==> src/rtl/mux_n_1_scan_if.sv <==
// Bus bundle for the registered N:1 scan multiplexer: selection controls,
// packed channel inputs and the one-entry output handshake.
interface mux_n_1_scan_if #(
  parameter int WIDTH    = 8,
  parameter int CHANNELS = 8
);
  localparam int SEL_W = $clog2(CHANNELS);

  logic                      MODE;
  logic [SEL_W-1:0]          SEL;
  logic [CHANNELS-1:0]       EN;
  logic [CHANNELS*WIDTH-1:0] D_IN;
  logic [WIDTH-1:0]          Z;
  logic [SEL_W-1:0]          CH;
  logic                      Z_VALID;
  logic                      Z_READY;

  // Source/consumer side: drives selection, data and ready; observes the output word.
  modport master (
    output MODE, SEL, EN, D_IN, Z_READY,
    input  Z, CH, Z_VALID
  );

  // Multiplexer side.
  modport slave (
    input  MODE, SEL, EN, D_IN, Z_READY,
    output Z, CH, Z_VALID
  );
endinterface

==> src/rtl/mux_n_1_scan.sv <==
// Registered N:1 word multiplexer. A word is chosen either by an explicit
// channel index or by a round-robin scan over an enable mask, and is held in
// a one-entry output register with a valid/ready handshake. All outputs are
// flops; the inputs only steer the next-state logic.
module mux_n_1_scan #(
  parameter int WIDTH    = 8,
  parameter int CHANNELS = 8
) (
  input  logic           clk,
  input  logic           rst,
  mux_n_1_scan_if.slave  bus
);
  localparam int SEL_W = $clog2(CHANNELS);

  typedef enum logic {
    EMPTY = 1'b0,
    FULL  = 1'b1
  } state_t;

  state_t           state_q, state_d;
  logic [WIDTH-1:0] z_q, z_d;
  logic [SEL_W-1:0] ch_q, ch_d;
  logic [SEL_W-1:0] ptr_q, ptr_d;

  logic             cand_found;
  logic [SEL_W-1:0] cand_idx;
  logic [WIDTH-1:0] cand_data;
  logic [SEL_W-1:0] ptr_next;
  logic             cap;

  // Candidate channel: the direct index if in range, otherwise the first
  // enabled channel at or after the scan pointer, wrapping at CHANNELS.
  always_comb begin
    int idx;
    cand_found = 1'b0;
    cand_idx   = '0;
    idx        = 0;
    if (!bus.MODE) begin
      if (int'(bus.SEL) < CHANNELS) begin
        cand_found = 1'b1;
        cand_idx   = bus.SEL;
      end
    end else begin
      for (int i = 0; i < CHANNELS; i++) begin
        idx = int'(ptr_q) + i;
        if (idx >= CHANNELS) idx = idx - CHANNELS;
        if (!cand_found && bus.EN[SEL_W'(idx)]) begin
          cand_found = 1'b1;
          cand_idx   = SEL_W'(idx);
        end
      end
    end
  end

  // Word of the candidate channel; a loop avoids indexing past D_IN when the
  // direct index is out of range.
  always_comb begin
    cand_data = '0;
    for (int k = 0; k < CHANNELS; k++) begin
      if (SEL_W'(k) == cand_idx) cand_data = bus.D_IN[k*WIDTH +: WIDTH];
    end
  end

  // Scan pointer successor, wrapping modulo CHANNELS rather than 2^SEL_W.
  always_comb begin
    ptr_next = (cand_idx == SEL_W'(CHANNELS - 1)) ? '0 : cand_idx + SEL_W'(1);
  end

  assign cap = (state_q == EMPTY) || bus.Z_READY;

  // Output register next state: load on a capture opportunity, hold on stall.
  // NOTE: every variable gets a default first so no path through this block
  // leaves it unassigned, which would otherwise infer a latch.
  always_comb begin
    state_d = state_q;
    z_d     = z_q;
    ch_d    = ch_q;
    ptr_d   = ptr_q;
    case (state_q)
      EMPTY, FULL: begin
        if (cap) begin
          if (cand_found) begin
            state_d = FULL;
            z_d     = cand_data;
            ch_d    = cand_idx;
            if (bus.MODE) ptr_d = ptr_next;
          end else begin
            state_d = EMPTY;
          end
        end
      end
      default: state_d = EMPTY;
    endcase
  end

  // State register with synchronous reset that overrides any capture.
  // NOTE: sequential state uses non-blocking assignments so every flop
  // samples the pre-edge values regardless of statement order.
  always_ff @(posedge clk) begin
    if (rst) begin
      state_q <= EMPTY;
      z_q     <= '0;
      ch_q    <= '0;
      ptr_q   <= '0;
    end else begin
      state_q <= state_d;
      z_q     <= z_d;
      ch_q    <= ch_d;
      ptr_q   <= ptr_d;
    end
  end

  assign bus.Z       = z_q;
  assign bus.CH      = ch_q;
  assign bus.Z_VALID = (state_q == FULL);
endmodule

==> src/flat_wrapper.sv <==
// flat-port wrapper written by rule: the top's interface ports become plain ports
module mux_n_1_scan_flat 
#(
  parameter int WIDTH    = 8,
  parameter int CHANNELS = 8
)
  (clk, rst, bus_MODE, bus_SEL, bus_EN, bus_D_IN, bus_Z_READY, bus_Z, bus_CH, bus_Z_VALID);
  mux_n_1_scan_if #(.WIDTH(WIDTH), .CHANNELS(CHANNELS)) bus_i ();
  input  logic clk;
  input  logic rst;
  input wire logic [$bits(bus_i.MODE)-1:0] bus_MODE;
  input wire logic [$bits(bus_i.SEL)-1:0] bus_SEL;
  input wire logic [$bits(bus_i.EN)-1:0] bus_EN;
  input wire logic [$bits(bus_i.D_IN)-1:0] bus_D_IN;
  input wire logic [$bits(bus_i.Z_READY)-1:0] bus_Z_READY;
  output wire logic [$bits(bus_i.Z)-1:0] bus_Z;
  output wire logic [$bits(bus_i.CH)-1:0] bus_CH;
  output wire logic [$bits(bus_i.Z_VALID)-1:0] bus_Z_VALID;
  assign bus_i.MODE = bus_MODE;
  assign bus_i.SEL = bus_SEL;
  assign bus_i.EN = bus_EN;
  assign bus_i.D_IN = bus_D_IN;
  assign bus_i.Z_READY = bus_Z_READY;
  assign bus_Z = bus_i.Z;
  assign bus_CH = bus_i.CH;
  assign bus_Z_VALID = bus_i.Z_VALID;
  mux_n_1_scan #(.WIDTH(WIDTH), .CHANNELS(CHANNELS)) u_core (.clk(clk), .rst(rst), .bus(bus_i));
endmodule
==> config.mk <==
export PLATFORM = sky130hd
export DESIGN_NAME = mux_n_1_scan_flat
export DESIGN_NICKNAME = d
export VERILOG_FILES = /design/src/rtl/mux_n_1_scan_if.sv /design/src/rtl/mux_n_1_scan.sv /design/src/flat_wrapper.sv
export SDC_FILE = /design/constraint.sdc
export NUM_CORES = 1
export LEC_CHECK = 0
export CAP_MARGIN = 10
export CORE_ASPECT_RATIO = 0.6
export CORE_MARGIN = 10
export CORE_UTILIZATION = 46
export CTS_CLUSTER_DIAMETER = 100
export DETAILED_ROUTE_END_ITERATION = 16
export GPL_TIMING_DRIVEN = 1
export PLACE_DENSITY = 0.83
export RECOVER_POWER = 25
export SLEW_MARGIN = 20
export SYNTH_ARGS = -nofsm -noshare
export SYNTH_HDL_FRONTEND = slang
export SYNTH_SLANG_ARGS = --single-unit
==> constraint.sdc <==
create_clock -name clk -period 4.78 [get_ports clk]
set_input_delay 1.195 -clock clk [delete_from_list [all_inputs] [get_ports clk]]
set_output_delay 1.195 -clock clk [all_outputs]
set_load 0.05 [all_outputs]
==> metrics.txt, run 1 <==
clk_lat worst skew=between 0.2 and 0.3 ns; Seq cells post-synth=15; HPWL after DPL=approximately 8000 um; Max Freq=0.211 GHz; P per Cell Area=316 mW/mm2; leading area contributor after synthesis=dfxtp_1; buffer levels on the longest clock path=2; kind of start point of the critical path=primary input; DRC=0; vias per cell=6.17; setup TNS=0 ns; largest net degree at the start of global routing=21; Core ar.=0.00508 mm2; H-tree depth=1; Multi-input gate area=between 0.0015 and 0.002 mm2; maximum VDD drop=0.148 mV; warnings from Yosys=0; Crit Path Category=primary input to register; # hold bufs at CTS=0; gp weighted congestion=0.958; clock sink total=15; Fillers=359; fin crit share=0.989; top cells by area, synth=dfxtp_1 (12%), mux2i_1 (7.4%), mux4_2 (6.5%); CTS tree=done; library cells used by synthesis=59; EDFF count, synth=0; crit path DAT=~4.9 ns; max_slew headroom=0.425; CP Max Fanout=12; Tightest Hold Check Type=register to register; DR WL/cell=approximately 20 um; Nets=522; Final Setup Violations=0; Final Hold Viols=0; Tmin final=4.73 ns; Cell Area, Synth=0.00242 mm2; hold slack final=0.506 ns; post-route antenna net violation count=0; CP Data Required Time=4.95 ns; Tot GR Track Use=0.210; CP Capture Type=register; clk root buf=clkbuf_8; post-synthesis sequential area ratio=0.124; syn nets=between 400 and 500; ant diodes=0; Port Buffers=90; initial antenna violation count=0; cts bufs inserted=3; Power Total=1190 uW; share of layout cells above drive strength 1=0.212; area growth from synthesis to layout=55.9%; TritonRoute pass-1 iters=6; first-pass GRT wire length=15300 um; maxcap violations=0; Synth async-reset ratio=0; Chip Height=between 70 and 80 um; Syn Inst Count=~320; top cell type's share of synthesized area=0.124; syn_area_per_cell=7.69 um2; Sequential Area=300 um2; top_reg_cell synth=dfxtp_1; status=completed; vias in the first global route=2936; drt total wl=9910 um; initial core utilization=0.477; global route overflow=0; Chip Width=approximately 110 um; fin. max-slew vios=0; Worst Max-Slew Pin Slew=0.860 ns; row cnt=20; # IOs=91; Vias=3085; clk slew on worst S/H paths=around 0.070 ns; die area=0.00866 mm2; DR iter-0 viols=294; clock skew after layout=0.00528 ns; LEAKAGE=0.00148 uW
[path summary, 6_finish.rpt]
path | slack (ns) | to | from | cells past startpoint
hold reg to reg | 0.51 | u_core.bus.CH[0] | u_core.bus.CH[0] | 2
setup reg to reg | 0.27 | u_core.bus.Z[7] | u_core.ptr_q[1] | 16
setup / recovery | 0.05 | u_core.bus.Z[7] | bus_EN[0] | 15
hold / removal | 0.51 | u_core.bus.CH[0] | u_core.bus.CH[0] | 2
[final cells by class]
| class | instances | area share |
|---|---|---|
| multi-input combinational | 266 | 0.527 |
| timing repair buffer | 139 | 0.349 |
| sequential | 15 | 0.0795 |
| tap | 66 | 0.0219 |
| clock buffer | 3 | 0.0109 |
| inverter | 10 | 0.00994 |
| clock inverter | 1 | 0.00133 |
[kinds of logic after synthesis]
kind of cell | Yosys count | share of synthesized area
AND/OR/NAND/NOR | 121 | 0.237
AO/OA/AOI/OAI | 102 | 0.314
buffers and inverters | 34 | 0.0713
multiplexers | 33 | 0.206
flip-flops | 15 | 0.124
adder cells (fa/ha/maj) | 8 | 0.0413
XOR/XNOR | 2 | 0.00723
[cell usage after synthesis, types with 2 or more instances]
cell,number
inv_1,7
xnor2_1,2
a22oi_1,5
nand3_1,11
a211oi_1,4
inv_2,2
ha_1,8
o311a_1,4
o31ai_2,2
o32ai_2,3
o211ai_1,5
o31ai_1,3
nor3b_1,2
nor2_1,39
a21o_1,9
nor2b_1,5
nor2_2,2
nor4_1,2
o31a_1,3
nand4_1,2
mux4_1,4
mux4_2,7
or3_1,3
buf_6,3
mux2_2,3
buf_2,2
nand2b_1,5
o21a_1,2
nor3_1,3
a21oi_1,23
a221o_1,5
a2111o_1,3
clkbuf_1,16
a221oi_1,2
o21ai_0,19
a211o_1,2
nand2_1,40
mux2i_1,18
dfxtp_1,15
[state kept, by name (all words and copies together), names as in the netlist]
| register | cells |
|---|---|
| u_core.bus.CH | 3 |
| u_core.ptr_q | 3 |
| u_core.bus.Z_VALID | 1 |
| u_core.bus.Z | 8 |
[placed cells by master, fill, tap and decap left out, drive strengths merged, types with 3 or more instances in the layout]
cell,netlist,final
nand2,41,41
o311a,4,4
clkbuf,16,3
o211ai,5,5
inv,9,9
a21o,9,9
o21ai,19,19
o32ai,3,3
a211oi,4,4
a22oi,6,6
mux4,11,11
clkdlybuf4s50,0,79
dlymetal6s2s,0,5
or3,3,3
a21oi,23,23
o31a,3,3
nand4,3,3
o31ai,5,5
nand3,11,11
nor2,42,42
dlygate4sd3,0,6
a221o,5,5
dfxtp,15,15
nor2b,5,5
ha,8,8
nor3,3,3
nand2b,5,5
mux2i,19,19
buf,8,49
mux2,3,3
a2111o,3,3
[per-stage QoR]
step | area (um2) | util | std cells | setup slack [ns]
after floorplan | 2420 | - | 315 | 0.536
after global placement | 3660 | 0.721 | 494 | -0.133
after detailed placement | 3660 | 0.721 | 494 | -0.239
after CTS | 3710 | 0.730 | 498 | 0.0202
after global routing | 3780 | 0.743 | 500 | -0.0564
final | 3780 | 0.743 | 500 | 0.0510
[where the power goes]
part	internal [uW]	switching (uW)
combinational	416	490
clock	57.9	52.6
sequential	151	23.9
total	625	567
[worst max-delay path, cell delays in order]
cell             delay [ns]
clkdlybuf4s50_1        0.58
mux2i_1                0.12
mux4_2                 0.54
a22oi_2                0.27
o22ai_1                0.16
a221oi_1               0.32
a21o_1                 0.15
nand3_1                0.10
o21a_1                 0.18
ha_1                   0.24
ha_1                   0.22
buf_4                  0.18
nor2b_1                0.14
a2111o_1               0.42
o32ai_2                0.09
[routing by layer]
metal	track usage	part of all wire	vias to the layer above	wire (um)
li1	-	-	1426	-
met2	0.300	0.42	204	4150
met5	0	0	-	0
met1	0.304	0.46	1443	4530
met4	0.0278	0.0092	0	91
met3	0.0629	0.11	12	1130
[timing repair]
| item | in CTS | in global routing |
|---|---|---|
| setup endpoints to repair | 0 | 9 |
| buffers inserted | 0 | 2 |
| gates resized for setup | 0 | 17 |
Power figures use the tool's default switching activity.
==> inputs of run 2 (changes only) <==
ABC_CLOCK_PERIOD_IN_PS = 4780   (was not set)
CTS_BUF_LIST = sky130_fd_sc_hd__clkbuf_4   (was not set)
==> metrics.txt, run 2 (synthesis results as in run 1) <==
max_slew headroom=0.456 (was 0.425); M3 GR Usage=0.0653 (was 0.0629); met1 GRT Util=0.301 (was 0.304); status=completed (unchanged); Final Setup Violations=0 (unchanged); CP most frequent cell=buf_4 (was ha_1); R2R Setup Slk=0.28 ns (was 0.27 ns); Fillers=362 (was 359); kind of start point of the critical path=primary input (unchanged); Critical Path, Cell by Cell=clkdlybuf4s50_1 -> mux4_2 -> buf_4 -> nor2_2 -> a22oi_2 -> buf_4 -> nor4_1 -> a221oi_2 -> nand3_1 -> o21ai_0 -> ha_1 -> buf_12 -> nor2_1 -> buf_4 -> o21ai_0 -> a2111o_1 -> o32ai_2 (was clkdlybuf4s50_1 -> mux2i_1 -> mux4_2 -> a22oi_2 -> o22ai_1 -> a221oi_1 -> a21o_1 -> nand3_1 -> o21a_1 -> ha_1 -> ha_1 -> buf_4 -> nor2b_1 -> a2111o_1 -> o32ai_2); Multi-input gate area=0.00198 mm2 (was 0.00199 mm2); DR WL/cell=19.6 um (was 19.8 um); buffer levels on the longest clock path=2 (unchanged); Buf+Inv Stages, Crit Path=5 (was 2); CP Capture Type=register (unchanged); Tightest Hold Check Type=register to register (unchanged); Final Hold Viols=0 (unchanged); switching fraction of total power=0.484 (was 0.475); worst hold stages=2 (unchanged); P per Cell Area=307 mW/mm2 (was 316 mW/mm2); share of layout cells above drive strength 1=0.199 (was 0.212); Vias=3072 (was 3085); Tmin final=4.73 ns (about the same); LEAKAGE=0.00146 uW (was 0.00148 uW); vias per cell=6.17 (about the same); largest net degree at the start of global routing=21 (unchanged); Min-Delay Endpoint=u_core.bus.CH[0] (unchanged); HPWL after DPL=7970 um (unchanged); fin. max-slew vios=0 (unchanged); clk root buf=clkbuf_4 (was clkbuf_8); Sequential Area=300 um2 (unchanged); RSZ-0062 raised after global routing=no; max reg flops=8 (unchanged); worst r2r src=u_core.ptr_q[1] (unchanged); Largest stage delay, worst path=0.55 ns (was 0.58 ns); Core ar.=0.00508 mm2 (unchanged); Post-CTS Setup Bufs=0 (unchanged); P_sw=554 uW (was 567 uW); crit path DAT=4.94 ns (was 4.89 ns); initial antenna violation count=0 (unchanged); M2 GR Usage=0.299 (was 0.300); worst hold start=u_core.bus.CH[0] (unchanged); initial core utilization=0.477 (unchanged); DR iter-0 viols=336 (was 294); die area=0.00866 mm2 (unchanged); FF-to-FF End=u_core.bus.Z[0] (was u_core.bus.Z[7]); Crit Path Category=primary input to register (unchanged); Max Freq=0.211 GHz (about the same); # hold bufs at CTS=0 (unchanged); Critical Path Stages=17 (was 15); clock power share=0.071 (was 0.093); CP Max Fanout=20 (was 12); global route overflow=0 (unchanged); TritonRoute pass-1 iters=5 (was 6); worst reg-to-reg path cell count=15 (was 16); area growth from synthesis to layout=53.8% (was 55.9%); clock sink total=15 (unchanged); Chip Width=114 um (unchanged); sequential fraction of design power=0.153 (was 0.147); ant diodes=0 (unchanged); gp weighted congestion=0.958 (unchanged); post-CTS sizing=0 (unchanged); Port Buffers=90 (unchanged); vias in the first global route=2932 (was 2936); post-route antenna net violation count=0 (unchanged); first-pass GRT wire length=15200 um (was 15300 um); Slowest cell on crit path=mux4_2 (was clkdlybuf4s50_1); CP Data Required Time=5.00 ns (was 4.95 ns); most common cell after layout, fill and taps aside=clkdlybuf4s50_1 (unchanged); # IOs=91 (unchanged); fin crit share=0.989 (about the same); clk_lat worst skew=0.30 ns (was 0.26 ns); clock skew after layout=0.00476 ns (was 0.00528 ns); pre-CTS setup slack=-0.239 ns (unchanged); Chip Height=76.2 um (unchanged); combinational share of power=0.777 (was 0.760); Power Total=1150 uW (was 1190 uW); H-tree depth=1 (unchanged); maxcap violations=0 (unchanged); cts bufs inserted=3 (unchanged); Setup WS post-layout=0.0516 ns (was 0.0510 ns); CTS tree=done (unchanged); maximum VDD drop=0.128 mV (was 0.148 mV); most frequent cells in the layout=clkdlybuf4s50_1 (80), buf_4 (44), nand2_1 (40) (was clkdlybuf4s50_1 (79), buf_4 (46), nand2_1 (40)); Nets=520 (was 522); Worst Max-Slew Pin Slew=0.813 ns (was 0.860 ns); DRC=0 (unchanged); hold slack final=0.510 ns (was 0.506 ns); Tot GR Track Use=0.209 (was 0.210); kind of cell adding the most delay to the critical path=buffers and inverters (was compound AO/OA/AOI/OAI gates); row cnt=20 (unchanged); GRT Max-Usage Layer=met1 (unchanged); clk slew on worst S/H paths=0.11 ns (was 0.07 ns); Int Pwr=591 uW (was 625 uW); drt total wl=9750 um (was 9910 um)
## run 2: cell types whose count changed in the layout (fill, tap and decap cells not counted), sizes merged
| cell | change |
|---|---|
| dlymetal6s2s | -1 |
| buf | -2 |
| clkdlybuf4s50 | +1 |
## run 2: per-layer routing
layer | vias to the layer above | share of wire
met4 | 0 | 0.010
met2 | 216 | 0.42
met1 | 1417 | 0.44
met3 | 14 | 0.13
li1 | 1425 | -
met5 | - | 0
## run 2: worst max path at each step
stage	endpoint	start	slack [ns]
floorplan	u_core.bus.Z[0]	bus_EN[0]	0.54
global placement	u_core.bus.Z[0]	bus_EN[7]	-0.13
detailed placement	u_core.bus.Z[0]	bus_EN[5]	-0.24
CTS	u_core.bus.Z[0]	bus_EN[7]	0.07
global route	u_core.bus.Z[7]	bus_EN[0]	0.002
finish	u_core.bus.Z[7]	bus_EN[6]	0.05
## run 2: through the flow
stage           util  setup TNS, ns  instances  area [um2]
6_report       0.733              0        498        3730
3_3_place_gp   0.721         -0.701        494        3660
5_1_grt        0.733              0        498        3730
2_1_floorplan      -              0        315        2420
4_1_cts        0.726              0        498        3690
3_5_place_dp   0.721          -1.55        494        3660
## run 2: cell type report
| type | instances | area share |
|---|---|---|
| Multi-Input combinational cell | 266 | 0.531 |
| Timing Repair Buffer | 137 | 0.349 |
| Sequential cell | 15 | 0.0806 |
| Tap cell | 66 | 0.0222 |
| Inverter | 10 | 0.0101 |
| Clock buffer | 3 | 0.00604 |
| Clock inverter | 1 | 0.00134 |
## run 2: power by group through the flow
stage                     sequential (uW)  combinational [uW]  clock [uW]
after floorplan                       245                 445           0
final                                 175                 889        80.8
after global placement                176                 840           0
after global routing                  178                 949        86.8
after detailed placement              177                 858           0
after CTS                             174                 862        80.8
## run 2: worst min-delay path, cell delays in order (launching register included)
cell	delay (ns)
dfxtp_1	0.33
nor2_1	0.10
a211oi_1	0.05
==> inputs of run 3 (changes only) <==
SLEW_MARGIN = not set   (was 20)
==> results of run 3 <==
Same layout as run 2: the final DEF is identical, and so are final timing and power.
